$ cat src/rtl/freq_meter_pkg.sv
// Shared types and constants for the frequency meter and its input conditioning.
package freq_meter_pkg;

    typedef enum logic [1:0] {
        IDLE,
        GATE,
        CAPTURE
    } state_t;

    localparam int SYNC_STAGES = 2;

endpackage

$ cat src/rtl/freq_meter_edge_sync.sv
// Metastability synchronizer followed by a one-flop rising-edge detector.
module edge_sync
    import freq_meter_pkg::*;
(
    input  logic clk,
    input  logic reset,
    input  logic async_in,
    output logic rise
);

    // Bits [SYNC_STAGES-1:0] form the synchronizer; the top bit is the delayed copy for edge detection.
    logic [SYNC_STAGES:0] shift_q;

    always_ff @(posedge clk or negedge reset) begin
        if (!reset) begin
            shift_q <= '0;
        end else begin
            shift_q <= {shift_q[SYNC_STAGES-1:0], async_in};
        end
    end

    assign rise = shift_q[SYNC_STAGES-1] & ~shift_q[SYNC_STAGES];

endmodule

$ cat src/rtl/freq_meter.sv
// Counts synchronized rising edges of sig_in over a gate of GATE_CYCLES clocks and reports the total.
module freq_meter
    import freq_meter_pkg::*;
#(
    parameter int GATE_CYCLES = 50_000_000,
    parameter int GATE_W      = 26,
    parameter int CNT_W       = 26
) (
    input  logic             clk,
    input  logic             reset,
    input  logic             enable,
    input  logic             sig_in,
    output logic [CNT_W-1:0] freq,
    output logic             freq_valid,
    output logic             overflow,
    output logic             gate_open
);

    localparam logic [GATE_W-1:0] GATE_LAST = GATE_W'(GATE_CYCLES - 1);

    state_t            state_q, state_d;
    logic [GATE_W-1:0] gate_cnt_q, gate_cnt_d;
    logic [CNT_W-1:0]  edge_cnt_q, edge_cnt_d, edge_next;
    logic              sat_q, sat_d, sat_next;
    logic [CNT_W-1:0]  freq_q, freq_d;
    logic              overflow_q, overflow_d;
    logic              freq_valid_q, freq_valid_d;
    logic              rise;

    edge_sync u_edge_sync (
        .clk      (clk),
        .reset    (reset),
        .async_in (sig_in),
        .rise     (rise)
    );

    // Results are loaded on the way into CAPTURE so freq already holds the new value while freq_valid is high.
    always_comb begin
        state_d      = state_q;
        gate_cnt_d   = '0;
        edge_cnt_d   = '0;
        sat_d        = 1'b0;
        freq_d       = freq_q;
        overflow_d   = overflow_q;
        freq_valid_d = 1'b0;
        edge_next    = edge_cnt_q;
        sat_next     = sat_q;

        if (rise) begin
            if (edge_cnt_q == '1) begin
                sat_next = 1'b1;
            end else begin
                edge_next = edge_cnt_q + CNT_W'(1);
            end
        end

        case (state_q)
            IDLE: begin
                if (enable) begin
                    state_d = GATE;
                end
            end
            GATE: begin
                if (!enable) begin
                    state_d = IDLE;
                end else if (gate_cnt_q == GATE_LAST) begin
                    state_d      = CAPTURE;
                    freq_d       = edge_next;
                    overflow_d   = sat_next;
                    freq_valid_d = 1'b1;
                end else begin
                    gate_cnt_d = gate_cnt_q + GATE_W'(1);
                    edge_cnt_d = edge_next;
                    sat_d      = sat_next;
                end
            end
            CAPTURE: begin
                state_d = enable ? GATE : IDLE;
            end
            default: begin
                state_d = IDLE;
            end
        endcase
    end

    always_ff @(posedge clk or negedge reset) begin
        if (!reset) begin
            state_q      <= IDLE;
            gate_cnt_q   <= '0;
            edge_cnt_q   <= '0;
            sat_q        <= 1'b0;
            freq_q       <= '0;
            overflow_q   <= 1'b0;
            freq_valid_q <= 1'b0;
        end else begin
            state_q      <= state_d;
            gate_cnt_q   <= gate_cnt_d;
            edge_cnt_q   <= edge_cnt_d;
            sat_q        <= sat_d;
            freq_q       <= freq_d;
            overflow_q   <= overflow_d;
            freq_valid_q <= freq_valid_d;
        end
    end

    assign freq       = freq_q;
    assign overflow   = overflow_q;
    assign freq_valid = freq_valid_q;
    assign gate_open  = (state_q == GATE);

endmodule
$ cat config.mk
export PLATFORM = sky130hd
export DESIGN_NAME = freq_meter
export DESIGN_NICKNAME = d
export VERILOG_FILES = /design/src/rtl/freq_meter_pkg.sv /design/src/rtl/freq_meter_edge_sync.sv /design/src/rtl/freq_meter.sv
export SDC_FILE = /design/constraint.sdc
export NUM_CORES = 1
export LEC_CHECK = 0
export BUFFER_PORTS_ARGS = -buffer_cell sky130_fd_sc_hd__buf_2
export CAP_MARGIN = 25
export CORE_ASPECT_RATIO = 0.9
export CORE_MARGIN = 4
export CORE_UTILIZATION = 60
export CTS_CLUSTER_DIAMETER = 50
export CTS_CLUSTER_SIZE = 40
export DETAILED_ROUTE_END_ITERATION = 7
export PLACE_DENSITY_LB_ADDON = 0.08
export REMOVE_ABC_BUFFERS = 1
export SYNTH_ARGS = -nofsm -noshare
export SYNTH_HDL_FRONTEND = slang
export SYNTH_SLANG_ARGS = --single-unit
export TNS_END_PERCENT = 20
$ cat constraint.sdc
create_clock -name clk -period 5 [get_ports clk]
set_input_delay 0.5 -clock clk [delete_from_list [all_inputs] [get_ports clk]]
set_output_delay 0.5 -clock clk [all_outputs]
set_load 0.1 [all_outputs]
==> flow_results.org, run 1 <==
** Run status
- Outcome :: completed

** Drt
- Detailed-route vias per instance :: 5.788
- In the final routed layout, each cell accounts on average for 15.07 um.
- The final layout contains routed wiring with a total length of 7.748 mm.
- Once detail routing completed, the nets flagged for antenna violations numbered 0.
- Vias :: 2975
- After detailed routing, the number of remaining DRC violations is 0.
- Initial DRC count :: 158
- Detailed-routing iteration count for the pre-antenna-repair pass :: 4

** Synth
- Proportion of synthesized flip-flops having asynchronous set or reset :: 100.0%
- Avg Cell Area, Syn :: 10.05 um2
- Gate Count Post-Synth :: 396
- The cell area that synthesis handed to floorplanning was 3981 um2.
- Synthesis inferred 86 register bits.
- The most used flip-flop cell after synthesis is dfrtp_1.
- The netlist uses 45 different library cells.
- EDFF count, synth :: 0
- Summing the sequential cell areas from Yosys gives 54.05% of the chip area.
- The Yosys step of the flow raised 0 warnings.

** Global route
- Entering global routing, the biggest net connects 87 pins.
- Overall Global Routing Usage :: 21.27%
- The total overflow left after global routing is 0.
- First-pass GRT wire length :: 13.65 mm
- The number of antenna violations at the first check in global routing came to 0.
- The via count of the first global-routing pass was 2950.

** Critical path
- The startpoint identified for the worst register-to-register timing path is edge_cnt_q[8]$_DFF_PN0_.
- STA puts the critical path data arrival time at 2.88 ns.
- Length in cells of the worst reg-to-reg path :: 5
- The worst setup path is launched from a register.
- The worst register-to-register path ends at freq[23]$_DFFE_PN0P_.
- Critical path fanouts, max :: 11
- STA puts the critical path data required time at 5.27 ns.
- By startpoint and endpoint, the worst setup path is classified as reg -> reg.
- The setup check on the worst reg-to-reg path leaves a slack of 2.39 ns.
- STA classifies the critical path endpoint as a register.

** Final layout
- The post-route netlist has 14.05% of its cells at a drive strength greater than 1.
- After filler insertion, the fill cell instance count of the layout stands at 509.
- Once layout is complete, the utilization of the core stands at 70.77%.
- # nets final :: 428
- Summing all flip-flop and latch instances after layout gives 2152 um2.
- The repair_antennas step left the layout with diodes totalling 0.
- The area growth from synthesis to layout is 11.69%.
- Non-Filler Cell Area, Final :: 4447 um2
- Total area of multi-input combinational cells :: 1709 um2

** Floorplan
- From left edge to right edge, the die measures 93.87 um.
- 33 I/O pins were placed.
- The die is 85.28 um tall.
- Row generation in the floorplan step produced 27 rows.
- CORE AREA :: 6284 um2
- Total Die Area :: 8005 um2
- Initial Utilization :: 63.36%

** Clock network
- In this run the number of H-tree levels came out at 3.
- Clock tree from TritonCTS :: done
- Hold repair after CTS inserted 0 buffers.
- Clock buffer count from CTS :: 9
- Master cell of the clock root buffer :: clkbuf_8
- In this run the deepest clock path goes through 2 buffers.
- In this run, post-CTS repair resized a total of 0 instances.
- The clock drives 86 sinks.
- After clock tree synthesis, the clock-pin slew on the worst setup and hold paths is 0.09 ns.
- Insertion delay to the later sink of the worst-skew pair :: 0.36 ns
- Post-CTS Setup Repair Bufs :: 0

** Job
- Max-cap violations in this run came to 0.

** Place
- Worst setup slack after placement :: 2.525 ns
- At the end of routability-driven placement, the weighted congestion stood at 0.8403.
- Port buffer count :: 32
- In this run the cell area measured after placement is 4155 um2.
- HPWL reported at the end of detailed placement :: 5.096 mm

** Timing
- Setup repair after global routing left no endpoint under its margin.
- Fraction of the cycle the final worst path needs :: 52.15%
- For the final database, setup skew stands at 0.006855 ns.
- Derived from the worst setup path, the maximum achievable clock frequency is 383.5 MHz.
- Final period demand of the worst path :: 2.607 ns
- Accumulated negative setup slack :: 0 ns
- Total count of max-transition violations in the final report :: 0
- Slew at the pin closest to its max-slew limit :: 1.195 ns
- The hold violation total from the final report is 0.
- Setup violations remaining at the end of the flow were counted as 0.
- Measured against its own limit, the worst slew margin works out to 19.72%.
- Smallest setup slack after layout :: 2.393 ns

** Power
- Highest ir drop seen on vdd :: 212.7 uV
- Design Power :: 1.343 mW
- Leakage :: 1.927 nW
- In this run the power density over the cells is 302.0 nW/um2.

** Min path
- The min-delay analysis places its worst path in the category in -> async.
## layout make-up
type | count | share of cell area (%)
clock buffer | 9 | 2.786
clock inverter | 7 | 2.701
inverter | 6 | 0.5065
multi-input combinational | 285 | 38.44
sequential | 86 | 48.40
tap | 87 | 2.448
timing repair buffer | 34 | 4.727
## power by group
part | internal [mW] | leakage [nW] | switching (mW)
registers | 0.699 | 1.18 | 0.00310
logic | 0.0120 | 0.625 | 0.0406
clock network | 0.334 | 0.120 | 0.254
## cells in the final DEF, fill, tap and decap left out, types with 3 or more instances in the layout
| cell | instances |
|---|---|
| and4_1 | 6 |
| a31oi_1 | 15 |
| xor2_1 | 17 |
| and3_1 | 6 |
| a211oi_1 | 4 |
| o31ai_1 | 7 |
| nor2b_1 | 5 |
| nand4_1 | 12 |
| bufinv_16 | 3 |
| nor3_1 | 8 |
| nand3_1 | 21 |
| a21oi_1 | 24 |
| nand2b_1 | 3 |
| or3_1 | 7 |
| xnor2_1 | 16 |
| nand4b_1 | 4 |
| nand2_1 | 19 |
| mux2i_1 | 5 |
| mux2_2 | 3 |
| nor2_1 | 75 |
| dfrtp_1 | 86 |
| inv_1 | 6 |
| buf_2 | 31 |
| clkbuf_8 | 9 |
## layer usage
metal / GRT usage (%) / vias up / share of wire [%]
met1: 27.32 / 1453 / 45
li1: - / 1462 / -
met4: 5.774 / 0 / 0.90
met5: 0 / - / 0
met2: 35.72 / 54 / 51
met3: 5.585 / 6 / 3.6
## logic make-up (layout without fill, tap and decap cells)
family	Yosys count	after routing	synth area share, %
buffers and inverters	25	56	3.048
and+or+nand+nor	180	180	23.07
adders and majority gates	2	2	0.6284
DFF	86	86	54.05
muxes	8	8	2.106
xor gates and xnor gates	33	33	7.259
AOI/OAI and AO/OA	62	62	9.837
## worst max-delay path, cell delays in order (launching register included)
cell	delay [ns]
dfrtp_1	0.44
nand3_2	0.14
nor3_1	0.97
nand3_2	0.30
or4_1	0.51
a31oi_1	0.17
## cells in the mapped netlist, types with 7 or more instances
library cell,instances,area (um2)
nor3_1,8,40.04
or3_1,7,43.79
a21oi_1,24,120.1
buf_2,12,60.06
a31oi_1,15,93.84
nor2_1,75,281.5
o31ai_1,7,52.55
nand2_1,19,71.32
xor2_1,17,148.9
nand4_1,12,75.07
nand3_1,21,105.1
dfrtp_1,86,2152
xnor2_1,16,140.1
## stage by stage
stage	hold slack (ns)	instances
6_report	0.03905	514
5_1_grt	0.05428	514
4_1_cts	0.2271	512
3_5_place_dp	0.3385	496
3_3_place_gp	0.3454	496
2_1_floorplan	0.2044	377
## registers in the layout, summed over array words and instances (netlist names)
name	flops
overflow	1
freq	26
state_q	2
u_edge_sync.shift_q	3
freq_valid	1
edge_cnt_q	26
sat_q	1
gate_cnt_q	26
## how the worst max path moves through the flow
stage / startpoint / to / slack [ns] / cells past startpoint
3_5_place_dp: gate_cnt_q[0]$_DFF_PN0_ / freq[22]$_DFFE_PN0P_ / 2.53 / 5
6_report: edge_cnt_q[8]$_DFF_PN0_ / freq[23]$_DFFE_PN0P_ / 2.39 / 5
5_1_grt: edge_cnt_q[8]$_DFF_PN0_ / edge_cnt_q[23]$_DFF_PN0_ / 2.26 / 5
3_3_place_gp: gate_cnt_q[0]$_DFF_PN0_ / freq[17]$_DFFE_PN0P_ / 2.62 / 5
2_1_floorplan: state_q[1]$_DFFE_PN0P_ / freq[17]$_DFFE_PN0P_ / 1.33 / 4
4_1_cts: edge_cnt_q[8]$_DFF_PN0_ / freq[23]$_DFFE_PN0P_ / 2.50 / 5
Power figures use the tool's default switching activity.
==> inputs of run 2 (changes only) <==
Settings changed: ABC_AREA set to 1.
Clock period 5 ns to 2.4 ns, I/O delays scaled along.
==> run 2 against run 1 <==
Worst hold slack better by 0.068 ns. Maximum frequency up 31%. Via count increased by 33%. Setup slack got worse by 2.0 ns. Combinational power grew to 2.5 times the previous value. Count of clock-buffer cells in the layout rose by 3. Final area grew 12%. Largest power group unchanged.
==> flow_results.org, run 2 <==
** Floorplan
- Total Die Area :: 8847 um2
- 33 I/O pins were placed.
- From bottom edge to top edge, the die measures 89.64 um.
- Die outline width :: 98.71 um
- CORE AREA :: 7112 um2
- Once the floorplan was initialized, standard cells occupied 62.47% of the core.
- In this run the core area contains 29 standard-cell rows.

** Timing
- Final period demand of the worst path :: 1.986 ns
- Final hold violation count :: 0
- Setup clock skew after layout :: 0.01644 ns
- For the pin with the worst max-slew slack, the measured transition is 0.4995 ns.
- The final critical path takes up 82.74% of the cycle.
- Based on the critical path, the design can be clocked at up to 503.6 MHz.
- Setup violations remaining at the end of the flow were counted as 0.
- After routing, the total negative slack on setup checks comes to 0 ns.
- Setup slack on the critical path of the routed design comes to 0.4142 ns.
- The number of slew-limit violations in the final report came to 0.
- The tightest hold path in the finished design has a slack of 0.1067 ns.
- Headroom to the max-slew limit :: 66.93%
- Setup repair after global routing missed its margin :: false

** Final layout
- After routing the design area is 4975 um2.
- Most used cells in the layout excluding fill and tap cells :: nand2_1 (230), nor2_1 (91), dfrtp_1 (86), inv_1 (62), nand3_1 (36)
- Area Overhead vs Synth :: 11.97%
- Leading cell type in the layout, fill and taps excluded :: nand2_1
- Cells fill 69.95% of the core in the end.
- Final cell count without fillers :: 751
- The post-route netlist has 10.03% of its cells at a drive strength greater than 1.
- For this run, the post-layout net count is 659.
- N_diodes :: 0

** Drt
- In the final routed layout, each cell accounts on average for 13.24 um.
- After the first detailed-routing iteration, the DRC count stood at 219.
- Final routed DRC violation total :: 0
- Detailed-routing iteration count for the pre-antenna-repair pass :: 4
- Number of nets with antenna violations after routing :: 0
- Across all layers, the routed design uses 3948 vias.
- Total Routed Length :: 9.944 mm
- Detailed-route vias per instance :: 5.257

** Critical path
- The worst setup path is launched from a register.
- Setup CP Type :: reg -> reg
- In this run the worst path has a maximum fanout of 6.
- STA classifies the critical path endpoint as a register.
- Required time of the critical path :: 2.65 ns
- STA puts the critical path data arrival time at 2.23 ns.

** Synth
- Synthesis instantiated 24 different standard cells from the library.
- Commonest cells post-synth :: nand2_1 (230), nor2_1 (91), dfrtp_1 (86), inv_1 (62), nand3_1 (36)
- By area the synthesized netlist is led by dfrtp_1 (48%), nand2_1 (19%), nor2_1 (7.7%), inv_1 (5.2%), nand3_1 (4.1%).
- Gate Count Post-Synth :: 615
- Avg Cell Area, Syn :: 7.224 um2
- Syn Std Cell Area :: 4443 um2
- By instance count, the leading cell after synthesis is nand2_1.
- Counting flops with a built-in enable in the synthesized netlist gives 0.
- Yosys printed 0 warnings.
- Proportion of synthesized flip-flops having asynchronous set or reset :: 100.0%
- The largest total area in the synthesized netlist belongs to dfrtp_1.
- Seq/Total Area, Yosys :: 48.44%
- In this run, synthesis produced a sequential element count of 86.
- Proportion of netlist area held by the largest area contributor :: 48.44%
- For this run, the leading register cell type out of synthesis is dfrtp_1.

** Min path
- In this run the worst hold path is classified as in -> reg.

** Clock network
- The clock drives 86 sinks.
- In this run, CTS created clock tree buffers numbering 9.
- Count of instances resized after the clock tree is built :: 0
- Clock tree from TritonCTS :: done
- The number of setup buffers added after CTS is 0.
- After clock tree synthesis, the clock-pin slew on the worst setup and hold paths is 0.08 ns.
- Buffer levels on the longest clock path :: 2
- In this run the number of H-tree levels came out at 3.
- Insertion delay to the later sink of the worst-skew pair :: 0.36 ns
- Clock tree synthesis selected as its root buffer the cell clkbuf_8.

** Global route
- First-pass GRT wire length :: 17.51 mm
- The via count of the first global-routing pass came to 3732.
- Sum of overflow across all layers after global routing :: 0
- Global routing used 24.75% of the available tracks across all layers.
- Antenna violations before repair :: 0
- Maximum number of pins on one net before global-route repair :: 52

** Place
- Worst setup slack after placement :: 0.4810 ns
- After detailed placement, the total cell area comes to 4736 um2.
- During placement, the flow inserted port buffers numbering 32.
- HPWL reported at the end of detailed placement :: 7.140 mm
- At the end of routability-driven placement, the weighted congestion stood at 0.9696.
- Once placement completed, the tool counted placed cells totaling 733.

** Power
- Highest ir drop seen on vdd :: 434.4 uV
- For this design the static power due to leakage is 2.442 nW.
- Power density of the placed cells :: 539.4 nW/um2
- The design draws 2.683 mW.

** Run status
- The run finished with clean final reports.

** Job
- Maximum Capacitance Violations :: 0
==> run 2: changes by cell type in the layout (fill, tap and decap cells not counted), moves of 7 or more <==
cell / change
a31oi_1: -12
inv_1: +56
nand2_1: +211
nand3_1: +15
nor2_1: +16
o31ai_1: -7
or3_1: -7
xnor2_1: -16
==> run 2: worst paths after layout <==
path | end | depth (start not counted) | slack, ns | from
min reg2reg | u_edge_sync.shift_q[1]$_DFF_PN0_ | 0 | 0.36 | u_edge_sync.shift_q[0]$_DFF_PN0_
max in group asynchronous | gate_cnt_q[8]$_DFF_PN0_ | 3 | 1.39 | reset
min in group asynchronous | freq[22]$_DFFE_PN0P_ | 2 | 0.38 | reset
max reg2reg | gate_cnt_q[22]$_DFF_PN0_ | 10 | 0.41 | gate_cnt_q[0]$_DFF_PN0_
min | state_q[0]$_DFFE_PN0P_ | 3 | 0.11 | enable
max | gate_cnt_q[22]$_DFF_PN0_ | 10 | 0.41 | gate_cnt_q[0]$_DFF_PN0_
==> run 2: per-layer routing <==
metal	GRT usage (%)	vias up	wire (um)
met2	37.26	106	4323
met5	0	-	0
li1	-	1995	-
met3	4.865	13	575
met1	36.36	1834	4924
met4	8.437	0	120
==> run 2: cells by family after synthesis <==
| logic type | after synthesis | share of synthesized area, % |
|---|---|---|
| adder cells (fa/ha/maj) | 2 | 0.5631 |
| flip-flops | 86 | 48.44 |
| XOR/XNOR | 11 | 2.168 |
| buffers and inverters | 79 | 7.209 |
| AND/OR/NAND/NOR | 399 | 37.26 |
| AO/OA/AOI/OAI | 38 | 4.365 |
==> run 2: area by class of cell <==
cell class	instances	area, um2
flip-flops and latches	86	2152
multi-input cells	450	1971
well taps	93	116.4
clock inverters	4	53.80
repair buffers	41	272.8
fillers	623	2137
clock buffers	12	165.2
inverters	65	244.0
==> run 2: critical path, cell delays in order (launching register included) <==
cell and delay, ns:
dfrtp_1 0.39, ha_1 0.19, nand2_1 0.09, nor2_1 0.13
nand2_1 0.08, nor2_1 0.18, nand2_1 0.18, nor2_1 0.36
nand4_1 0.14, nand2_1 0.08, nor2_1 0.04
==> run 2: repair_timing <==
action	CTS	global route
endpoints found under the hold margin	36	0
setup endpoints to repair	0	0
hold buffers	2	0
==> run 2: power breakdown <==
group	leakage [nW]	internal (mW)	switching (mW)
registers	1.19	1.46	0.00541
clock network	0.105	0.568	0.519
logic	1.15	0.0308	0.103
